### src/rtl/dsp_decim_pkg.sv
// dsp_decim_pkg: shared types and helpers for the multichannel CIC decimator
package dsp_decim_pkg;
  typedef enum logic {WARM, RUN} state_t;
  function automatic int cw(input int n);
    return (n > 1) ? $clog2(n) : 1;
  endfunction
  function automatic int clamp_ratio(input int r, input int nch);
    int lo;
    lo = (nch > 2) ? nch : 2;
    return (r < lo) ? lo : r;
  endfunction
endpackage

### src/rtl/decim_cic_mc_if.sv
// decim_cic_mc_if: valid/ready output stream carrying a sample and its channel index
interface decim_cic_mc_if #(
  parameter int DW = 16,
  parameter int CW = 1
);
  logic [DW-1:0] out_data;
  logic [CW-1:0] out_chan;
  logic out_valid;
  logic out_ready;
  modport master (output out_data, out_chan, out_valid, input out_ready);
  modport slave (input out_data, out_chan, out_valid, output out_ready);
endinterface

### src/rtl/decim_out_fifo.sv
// decim_out_fifo: synchronous FIFO whose head entry is always visible on dout
module decim_out_fifo
  import dsp_decim_pkg::*;
#(
  parameter int W = 17,
  parameter int DEPTH = 8
) (
  input  logic clk,
  input  logic arst_n,
  input  logic clr,
  input  logic push,
  input  logic pop,
  input  logic [W-1:0] din,
  output logic [W-1:0] dout,
  output logic full,
  output logic empty
);
  localparam int AW = cw(DEPTH);
  logic [W-1:0] mem [DEPTH];
  logic [AW-1:0] wp, rp;
  logic [AW:0] cnt;
  logic wr, rd;
  assign full = cnt == (AW+1)'(DEPTH);
  assign empty = cnt == '0;
  assign rd = pop && !empty;
  assign wr = push && (!full || rd);
  assign dout = mem[rp];
  // storage and pointers; a write into a full FIFO reuses the slot being popped
  always_ff @(posedge clk or negedge arst_n)
    if (!arst_n) begin
      mem <= '{default: '0};
      wp <= '0;
      rp <= '0;
      cnt <= '0;
    end else if (clr) begin
      wp <= '0;
      rp <= '0;
      cnt <= '0;
    end else begin
      if (wr) mem[wp] <= din;
      wp <= wp + AW'(wr);
      rp <= rp + AW'(rd);
      cnt <= cnt + (AW+1)'(wr) - (AW+1)'(rd);
    end
endmodule

### src/rtl/decim_cic_mc.sv
// decim_cic_mc: multichannel CIC decimator, shared comb, output FIFO; DECIM_CIC_MC_SAT_EN enables saturation
module decim_cic_mc
  import dsp_decim_pkg::*;
#(
  parameter int NCH = 2,
  parameter int DW_IN = 12,
  parameter int DW_OUT = 16,
  parameter int N_STAGES = 5,
  parameter int RW = 56,
  parameter int RATIO_W = 11,
  parameter int RATIO_DEFAULT = 1625,
  parameter int FIFO_DEPTH = 8
) (
  input  logic clk,
  input  logic arst_n,
  input  logic en,
  input  logic [NCH*DW_IN-1:0] data_in,
  input  logic [RATIO_W-1:0] ratio,
  input  logic ratio_load,
  input  logic [5:0] shift,
  decim_cic_mc_if.master stream,
  output logic busy,
  output logic overflow
);
  localparam int CW = cw(NCH);
  localparam int WW = cw(N_STAGES + 1);
  state_t state, state_nx;
  logic [RATIO_W-1:0] r_act, cnt;
  logic [WW-1:0] wcnt;
  logic [RW-1:0] integ [NCH][N_STAGES];
  logic [RW-1:0] snap [NCH];
  logic [RW-1:0] dly [NCH][N_STAGES];
  logic [RW-1:0] stg [N_STAGES+1];
  logic [CW-1:0] cb_idx;
  logic cb_act, keep, tick, push, pop, full, empty;
  logic [DW_OUT-1:0] res;
  logic [CW+DW_OUT-1:0] head;
  assign tick = en && !ratio_load && cnt == r_act - 1'b1;
  assign push = cb_act && keep;
  assign pop = stream.out_valid && stream.out_ready;
  assign stream.out_valid = !empty;
  assign {stream.out_chan, stream.out_data} = head;
  // state register
  always_ff @(posedge clk or negedge arst_n)
    if (!arst_n) state <= WARM;
    else state <= state_nx;
  // restart on load; leave WARM on the N_STAGES-th tick
  always_comb begin
    state_nx = ratio_load ? WARM : (state == WARM && tick && wcnt == WW'(N_STAGES - 1)) ? RUN : state;
    busy = state == WARM;
  end
  // active ratio, en-cycle counter and warm-up tick counter
  always_ff @(posedge clk or negedge arst_n)
    if (!arst_n) begin
      r_act <= RATIO_W'(RATIO_DEFAULT);
      cnt <= '0;
      wcnt <= '0;
    end else if (ratio_load) begin
      r_act <= RATIO_W'(clamp_ratio(int'(ratio), NCH));
      cnt <= '0;
      wcnt <= '0;
    end else begin
      if (en) cnt <= tick ? '0 : cnt + 1'b1;
      if (tick && state == WARM) wcnt <= wcnt + 1'b1;
    end
  // registered integrator cascade per channel; wraps modulo 2^RW
  always_ff @(posedge clk or negedge arst_n)
    if (!arst_n) integ <= '{default: '0};
    else if (ratio_load) integ <= '{default: '0};
    else if (en)
      for (int c = 0; c < NCH; c++) begin
        integ[c][0] <= integ[c][0] + RW'($signed(data_in[c*DW_IN +: DW_IN]));
        for (int s = 1; s < N_STAGES; s++) integ[c][s] <= integ[c][s] + integ[c][s-1];
      end
  // snapshot on tick, then walk the channels through the shared comb one per clock
  always_ff @(posedge clk or negedge arst_n)
    if (!arst_n) begin
      snap <= '{default: '0};
      keep <= 1'b0;
      cb_act <= 1'b0;
      cb_idx <= '0;
    end else if (ratio_load) begin
      snap <= '{default: '0};
      keep <= 1'b0;
      cb_act <= 1'b0;
      cb_idx <= '0;
    end else if (tick) begin
      for (int c = 0; c < NCH; c++) snap[c] <= integ[c][N_STAGES-1];
      keep <= state == RUN;
      cb_act <= 1'b1;
      cb_idx <= '0;
    end else if (cb_act) begin
      cb_idx <= cb_idx + 1'b1;
      cb_act <= cb_idx != CW'(NCH - 1);
    end
  // shared comb chain for the channel selected by the sequencer
  always_comb begin
    stg[0] = snap[cb_idx];
    for (int s = 0; s < N_STAGES; s++) stg[s+1] = stg[s] - dly[cb_idx][s];
  end
  // per-channel comb delay registers, advanced when that channel is processed
  always_ff @(posedge clk or negedge arst_n)
    if (!arst_n) dly <= '{default: '0};
    else if (ratio_load) dly <= '{default: '0};
    else if (cb_act)
      for (int s = 0; s < N_STAGES; s++) dly[cb_idx][s] <= stg[s];
`ifdef DECIM_CIC_MC_SAT_EN
  logic signed [RW-1:0] sh;
  // clip when the bits above the output sign bit disagree with it
  always_comb begin
    sh = $signed(stg[N_STAGES]) >>> shift;
    res = (&sh[RW-1:DW_OUT-1] || ~|sh[RW-1:DW_OUT-1]) ? sh[DW_OUT-1:0] : {sh[RW-1], {(DW_OUT-1){~sh[RW-1]}}};
  end
`else
  assign res = DW_OUT'($signed(stg[N_STAGES]) >>> shift);
`endif
  // sticky drop flag: a RUN result found the FIFO full with no pop to make room
  always_ff @(posedge clk or negedge arst_n)
    if (!arst_n) overflow <= 1'b0;
    else if (ratio_load) overflow <= 1'b0;
    else if (push && full && !pop) overflow <= 1'b1;
  decim_out_fifo #(.W(CW + DW_OUT), .DEPTH(FIFO_DEPTH)) u_fifo (
    .clk(clk),
    .arst_n(arst_n),
    .clr(ratio_load),
    .push(push),
    .pop(pop),
    .din({cb_idx, res}),
    .dout(head),
    .full(full),
    .empty(empty)
  );
endmodule

### src/flat_wrapper.sv
// flat-port wrapper written by rule: the top's interface ports become plain ports
module decim_cic_mc_flat import dsp_decim_pkg::*;
#(
  parameter int NCH = 2,
  parameter int DW_IN = 12,
  parameter int DW_OUT = 16,
  parameter int N_STAGES = 5,
  parameter int RW = 56,
  parameter int RATIO_W = 11,
  parameter int RATIO_DEFAULT = 1625,
  parameter int FIFO_DEPTH = 8
)
  (clk, arst_n, en, data_in, ratio, ratio_load, shift, busy, overflow, stream_out_data, stream_out_chan, stream_out_valid, stream_out_ready);
  decim_cic_mc_if #(.DW(DW_OUT), .CW(1)) stream_i ();
  input  logic clk;
  input  logic arst_n;
  input  logic en;
  input  logic [NCH*DW_IN-1:0] data_in;
  input  logic [RATIO_W-1:0] ratio;
  input  logic ratio_load;
  input  logic [5:0] shift;
  output logic busy;
  output logic overflow;
  output wire logic [$bits(stream_i.out_data)-1:0] stream_out_data;
  output wire logic [$bits(stream_i.out_chan)-1:0] stream_out_chan;
  output wire logic [$bits(stream_i.out_valid)-1:0] stream_out_valid;
  input wire logic [$bits(stream_i.out_ready)-1:0] stream_out_ready;
  assign stream_out_data = stream_i.out_data;
  assign stream_out_chan = stream_i.out_chan;
  assign stream_out_valid = stream_i.out_valid;
  assign stream_i.out_ready = stream_out_ready;
  decim_cic_mc #(.NCH(NCH), .DW_IN(DW_IN), .DW_OUT(DW_OUT), .N_STAGES(N_STAGES), .RW(RW), .RATIO_W(RATIO_W), .RATIO_DEFAULT(RATIO_DEFAULT), .FIFO_DEPTH(FIFO_DEPTH)) u_core (.clk(clk), .arst_n(arst_n), .en(en), .data_in(data_in), .ratio(ratio), .ratio_load(ratio_load), .shift(shift), .stream(stream_i), .busy(busy), .overflow(overflow));
endmodule
### config.mk
export PLATFORM = sky130hd
export DESIGN_NAME = decim_cic_mc_flat
export DESIGN_NICKNAME = d
export VERILOG_FILES = /design/src/rtl/dsp_decim_pkg.sv /design/src/rtl/decim_cic_mc_if.sv /design/src/rtl/decim_out_fifo.sv /design/src/rtl/decim_cic_mc.sv /design/src/flat_wrapper.sv
export SDC_FILE = /design/constraint.sdc
export NUM_CORES = 2
export LEC_CHECK = 0
export CORE_MARGIN = 8
export CORE_UTILIZATION = 40
export DETAILED_ROUTE_END_ITERATION = 16
export PLACE_DENSITY_LB_ADDON = 0.08
export SYNTH_ARGS = -nofsm -noshare
export SYNTH_HDL_FRONTEND = slang
export SYNTH_SLANG_ARGS = --single-unit
### constraint.sdc
create_clock -name clk -period 31.6 [get_ports clk]
set_input_delay 6.32 -clock clk [delete_from_list [all_inputs] [get_ports clk]]
set_output_delay 6.32 -clock clk [all_outputs]
set_load 0.05 [all_outputs]
### Yosys cells after proc, flatten, opt, wreduce, memory -nomap -nowiden

Cells that the tools add are included.

* output and inout bits: 20
* memory bits (writable): 0
* logic and storage cells: 160
* bits of input ports: 46
* bits in latches: 0
* memories kept: 0
* memory bits (read-only): 0
* flip-flop bits (word level): 1408

* shifts and indexed selects: 1
* bitwise operators: 6
* reductions and logical operators: 26
* multiplexer cells: 54
* multipliers: 0
* divide/modulo/power cells: 0
* equality and inequality tests: 3
* $add $sub $neg: 23
* $lt $le $gt $ge: 6

Operator list (count)
* 560-bit bitwise mux: 5
* 560-bit two-way mux: 4
* 280-bit demux with 1-bit select: 5
* 280-bit two-way mux: 4
* 56-bit adder: 10
* 112-bit two-way mux: 3
* 56-bit subtractor: 5
* 224-bit two-way mux: 1
* 56-bit two-way mux: 4
* 168-bit two-way mux: 1
* 136-bit bitwise mux: 1
* 56-bit by 6-bit >>> shifter with 16-bit output: 1
* 17-bit binary-select mux with 3-bit select: 1
* 17-bit demux with 3-bit select: 1
* 17-bit two-way mux: 3
* 11-bit two-way mux: 4
* 1-bit logical AND: 12
* 1-bit two-way mux: 12
* 3-bit two-way mux: 4
* 2-bit nonzero test: 6
* 11-bit by 1-bit adder with 11-bit output (second input constant): 1
* 11-bit == test: 1
* 11-bit by 2-bit less-than comparator with 1-bit output (second input constant): 1
* 11-bit by 1-bit subtractor with 11-bit output (second input constant): 1
* 20 further kinds: 28

### Depth between registers and ports, before layout

* depth in word-level cells: 12
* gate-level depth with buffers: 69
* mapped depth without buffers: 64

### By module

From an unflattened synthesis, not the netlist that was laid out.

* cells, all modules: 10570
* area total of the unflattened synthesis: 100856.7 µm²

Modules (own cells, without submodules)
* decim_cic_mc: area an instance 93927.6 µm², cells each 10159, instances 1, sequential area each 31587.8 µm²
* decim_out_fifo: area an instance 6929.1 µm², cells each 411, instances 1, sequential area each 3653.5 µm²

### Worst setup path before layout

OpenSTA, ideal clock, no wires.

* kind: register to register
* start point: register u_core.cb_idx
* end point: register u_core.u_fifo.mem[41] (netlist bit)
* library setup time: 0.125 ns
* buffers on the path: 5
* data required time: 31.475 ns
* arrival: 13.406 ns
* cell stages (with the launch flop): 68
* clock period less this slack: 13.531 ns
* slack: 18.069 ns
* cells stage by stage: dfrtp_1 clkbuf_1 clkbuf_1 clkbuf_1 buf_1 mux2i_1 ha_1 inv_1 fa_1 a21o_1 a21oi_1 o211ai_1 a21oi_1 o21ai_0 o22a_1 a21oi_1 nor2b_1 o21ai_0 (+32 left out) o21a_1 o21ai_0 nand2_1 xor2_1 ha_1 clkbuf_1 and3_1 a221oi_1 o32ai_1 a211oi_1 o21ai_0 xnor2_1 mux4_2 mux2_2 and2_1 o21ai_1 nand3_1 mux2_2

* longest elaborated chain between the ends: 11
* elaborated cells between the ends (all ways): 14
* those cells by class: add/sub: 5; shift: 1; mux: 7; bitwise: 1

RTL lines
* start: declaration: line decim_cic_mc.sv:34 `logic [CW-1:0] cb_idx;`
* start signal: assignment: line decim_cic_mc.sv:93 `cb_idx <= cb_idx + 1'b1;`
* 1-bit NOT with 2-bit output (implied by the code) (*): line decim_cic_mc.sv:98, decim_cic_mc.sv:99
* 56-bit two-way mux (implied by the code) or 280-bit two-way mux (tied branches) (3 in a row): line decim_cic_mc.sv:98, decim_cic_mc.sv:99
* 56-bit subtractor (4 in a row): line decim_cic_mc.sv:99 `for (int s = 0; s < N_STAGES; s++) stg[s+1] = stg[s] - dly[cb_idx][s];`
* 56-bit subtractor (*): line decim_cic_mc.sv:99
* 56-bit by 6-bit >>> shifter with 16-bit output (*): line decim_cic_mc.sv:115 `assign res = DW_OUT'($signed(stg[N_STAGES]) >>> shift);`
* 136-bit bitwise mux (*): line decim_out_fifo.sv:40 `if (wr) mem[wp] <= din;`
* end signal: indexed assignment: line decim_out_fifo.sv:40
* end: declaration: line decim_out_fifo.sv:19 `logic [W-1:0] mem [DEPTH];`

Mark *: on every way between the ends. The rest lies on a longest branch, timed or not. The select of a mux whose other input is x is not followed.
A chain may end at the register's enable or synchronous reset.

### Final worst setup path

* start point: register u_core.cb_idx
* end point: register u_core.u_fifo.mem[7] (netlist bit)

Same word-level chain as after synthesis.

==> qor.yml <==
status: "completed"
grt_max_degree: 218
cts_max_level: 4
setup_ws_ns: 16.43
grt_pass1_wl_um: 448000
cts-resized-gates: 0
first_pass_iters: 6
hold_viol_final: 0
drive_gt1_share_pct: 6.33
cts_tree: "built"
ir_drop_mv: 0.202
hold_buffers: 0
drc: 0
die_w_um: 518
fp-row-count: 184
hp-class: "register to register"
drtIter0Drc: 4811
grtUsageTotal_pct: 19.9
core_mm2: 0.251
final_util_pct: 44.0
setup_viol: 0
wl_per_cell_um: 19.6
crit_arrival_ns: 15.88
dpl_cell_area_mm2: 0.104
rsz0062_at_grt: "false"
yosysUniqueCellTypes: 104
syn_avg_cell_area_um2: 9.35
layout.nets: 11502
numPortBuffers: 65
avgViaCountPerCell: 5.67
cp_num_buf_inv: 2
p_int_mw: 5.13
clock_latency_ns: 0.84
ys_ff_latch: 1408
vias: 79905
skew_ns: 0.0692
tightest_slew_ns: 1.29
slew_headroom_pct: 13.9
hp-start: "u_core.u_fifo.mem[56]"
finalMaxSlewViolations: 0
setup_tns_ns: 0
fin_crit_sh_pct: 48.0
critPathTopFamily: "compound AO/OA/AOI/OAI gates"
cp_slowest_cell: "dfrtp_4"
yosysWarningCount: 0
area_delta_synth_final_pct: 9.61
n_fill_cell: 24250
initial_core_util_pct: 40.1
r2r-start: "u_core.cb_idx"
max_freq_ghz: 0.0659
max_stage_delay_ns: 0.78
grt_pass1_vias: 80087
syn_inst: 10759
synth_area_mm2: 0.101
cts.reportedPaths.clkPinSlew_ns: 0.06
seqPwrFrac_pct: 21.3
cts_setup_buffers: 0
worst_ep_required_time_ns: 32.32
path_common_cell: "a21oi_1"
end_kind: "register"
antenna_found_initial: 4
place_inst: 13774
p_leak_nw: 53.6
fp.dieH_um: 518
switching_share_pct: 44.7
die_area_mm2: 0.268
pin_count: 66
place_ws_ns: 16.56
synth_nets: 11660
powerDensity_mw_per_mm2: 84.2
cp_max_fo: 36
yosysSeqAreaShare_pct: 35.0
power_switching_mw: 4.16
pwr-share-clk_pct: 22.0
clock_path_buffers: 3
start_kind: "register"
cts.sinks: 1408
path_class: "register to register"
synth_edf_count: 0
dp_hpwl_um: 195000
overflow: 0
async_flop_share_pct: 100
period_needed_ns: 15.17
crit_start: "u_core.cb_idx"
design_area_mm2: 0.110
ant_nets: 0
cap_violations: 0
detail_route.wirelength_um: 276000
cts_buffers: 173
layout.cells.non_filler: 14086
p_comb_share_pct: 56.7
gp_congestion: 0.858
synth-main-ff-cell: "dfrtp_1"
root_buffer: "clkbuf_16"
[final cells by class]
type                    instances  area [µm²]  area share [%]
diodes                          1        2.50         0.00227
clock buffers                 246        4820            4.37
clock inverters                65        1030           0.930
inverters                     263         992           0.899
multi-input cells            8610       62700            56.8
flip-flops and latches       1408       35200            32.0
well taps                    3348        4190            3.80
repair buffers                145        1360            1.23
[worst reg2reg max path: cells and delay by family (launching register included)]
family / cells / cell delay (ns)
AO/OA/AOI/OAI: 26 / 6.50
AND/OR/NAND/NOR: 17 / 2.99
adder cells (fa/ha/maj): 6 / 2.12
multiplexers: 4 / 1.49
XOR/XNOR: 5 / 1.03
flip-flops: 1 / 0.78
buffers and inverters: 2 / 0.15
[layout by cell type, fill, tap and decap left out, types with 27 or more instances in the layout]
master	count
o31ai_1	46
nor3_1	110
clkbuf_1	51
mux4_2	42
nor4_1	27
nor2b_1	105
o21ai_0	706
inv_1	260
nand2_1	765
a211oi_1	127
xnor2_1	537
o211ai_1	46
or3_1	39
ha_1	839
o21a_1	110
a21oi_1	846
o21bai_1	138
buf_4	71
clkdlybuf4s50_1	56
a31oi_1	58
a22o_1	549
nor2_1	896
dfrtp_1	1399
a21o_1	538
xor2_1	239
mux2_2	180
and3_1	67
or2_2	32
mux2i_1	606
and2_1	39
nand4_1	83
nand3_1	156
a211o_1	34
nand2b_1	207
clkbuf_16	173
[stage by stage]
stage | power, mW | hold WS (ns)
3_3_place_gp | 7.22 | 0.455
5_1_grt | 10.0 | 0.497
2_1_floorplan | 5.95 | 0.443
6_report | 9.29 | 0.476
3_5_place_dp | 7.25 | 0.465
4_1_cts | 9.35 | 0.478
[routing by layer]
metal  track usage, %  wire length (µm)  up-vias
met3             1.97              7600      390
met5                0                13        -
li1                 -                 -    39352
met4             5.56              7810        2
met1             27.5            133000    38982
met2             33.3            128000     1179
[power groups by stage]
stage,Clock [mW],Combinational [mW],Sequential (mW)
2_1_floorplan,0,3.98,1.96
3_3_place_gp,0,5.20,2.01
3_5_place_dp,0,5.24,2.01
4_1_cts,2.11,5.26,1.98
5_1_grt,2.18,5.85,1.99
6_report,2.04,5.27,1.98
[kinds of logic (layout without fill, tap and decap cells)]
logic type,after synthesis,after routing,share of synthesized area [%]
xor gates and xnor gates,780,780,6.85
adders and majority gates,855,855,10.7
buffers and inverters,741,719,2.77
and+or+nand+nor,2608,2608,11.9
DFF,1408,1408,35.0
other,0,1,0
muxes,828,828,8.98
AOI/OAI and AO/OA,3539,3539,23.7
[cells in the mapped netlist, types with 105 or more instances]
master / n / area [µm²]
a22o_1: 549 / 4810
nand2b_1: 208 / 1300
dfrtp_1: 1402 / 35100
nand2_1: 765 / 2870
o21bai_1: 138 / 1040
mux2i_1: 606 / 6070
a21oi_1: 848 / 4240
a21o_1: 538 / 4040
xor2_1: 239 / 2090
a211oi_1: 127 / 953
inv_1: 263 / 987
o21a_1: 110 / 826
ha_1: 839 / 10500
nor3_1: 110 / 551
nor2_1: 898 / 3370
nor2b_1: 105 / 657
mux2_2: 180 / 2030
clkbuf_1: 387 / 1450
nand3_1: 156 / 781
xnor2_1: 537 / 4700
o21ai_0: 706 / 3530
[state kept, by name, summed over array words and instances, names as in the netlist]
signal / cells
u_core.cb_act: 1
u_core.cb_idx: 1
u_core.cnt: 11
u_core.dly: 560
u_core.integ: 560
u_core.keep: 1
u_core.overflow: 1
u_core.r_act: 11
u_core.snap: 112
u_core.state: 1
u_core.u_fifo.cnt: 4
u_core.u_fifo.mem: 136
u_core.u_fifo.rp: 3
u_core.u_fifo.wp: 3
u_core.wcnt: 3
[path summary, 6_finish.rpt]
path	endpoint	slack (ns)	cells past startpoint
max	u_core.u_fifo.mem[7]	16.43	60
min	u_core.u_fifo.mem[56]	0.48	2
max reg2reg	u_core.u_fifo.mem[7]	16.43	60
min reg2reg	u_core.u_fifo.mem[56]	0.48	2
max in group asynchronous	u_core.integ[530]	23.18	4
min in group asynchronous	u_core.dly[5]	5.38	1
Power figures use the tool's default switching activity.
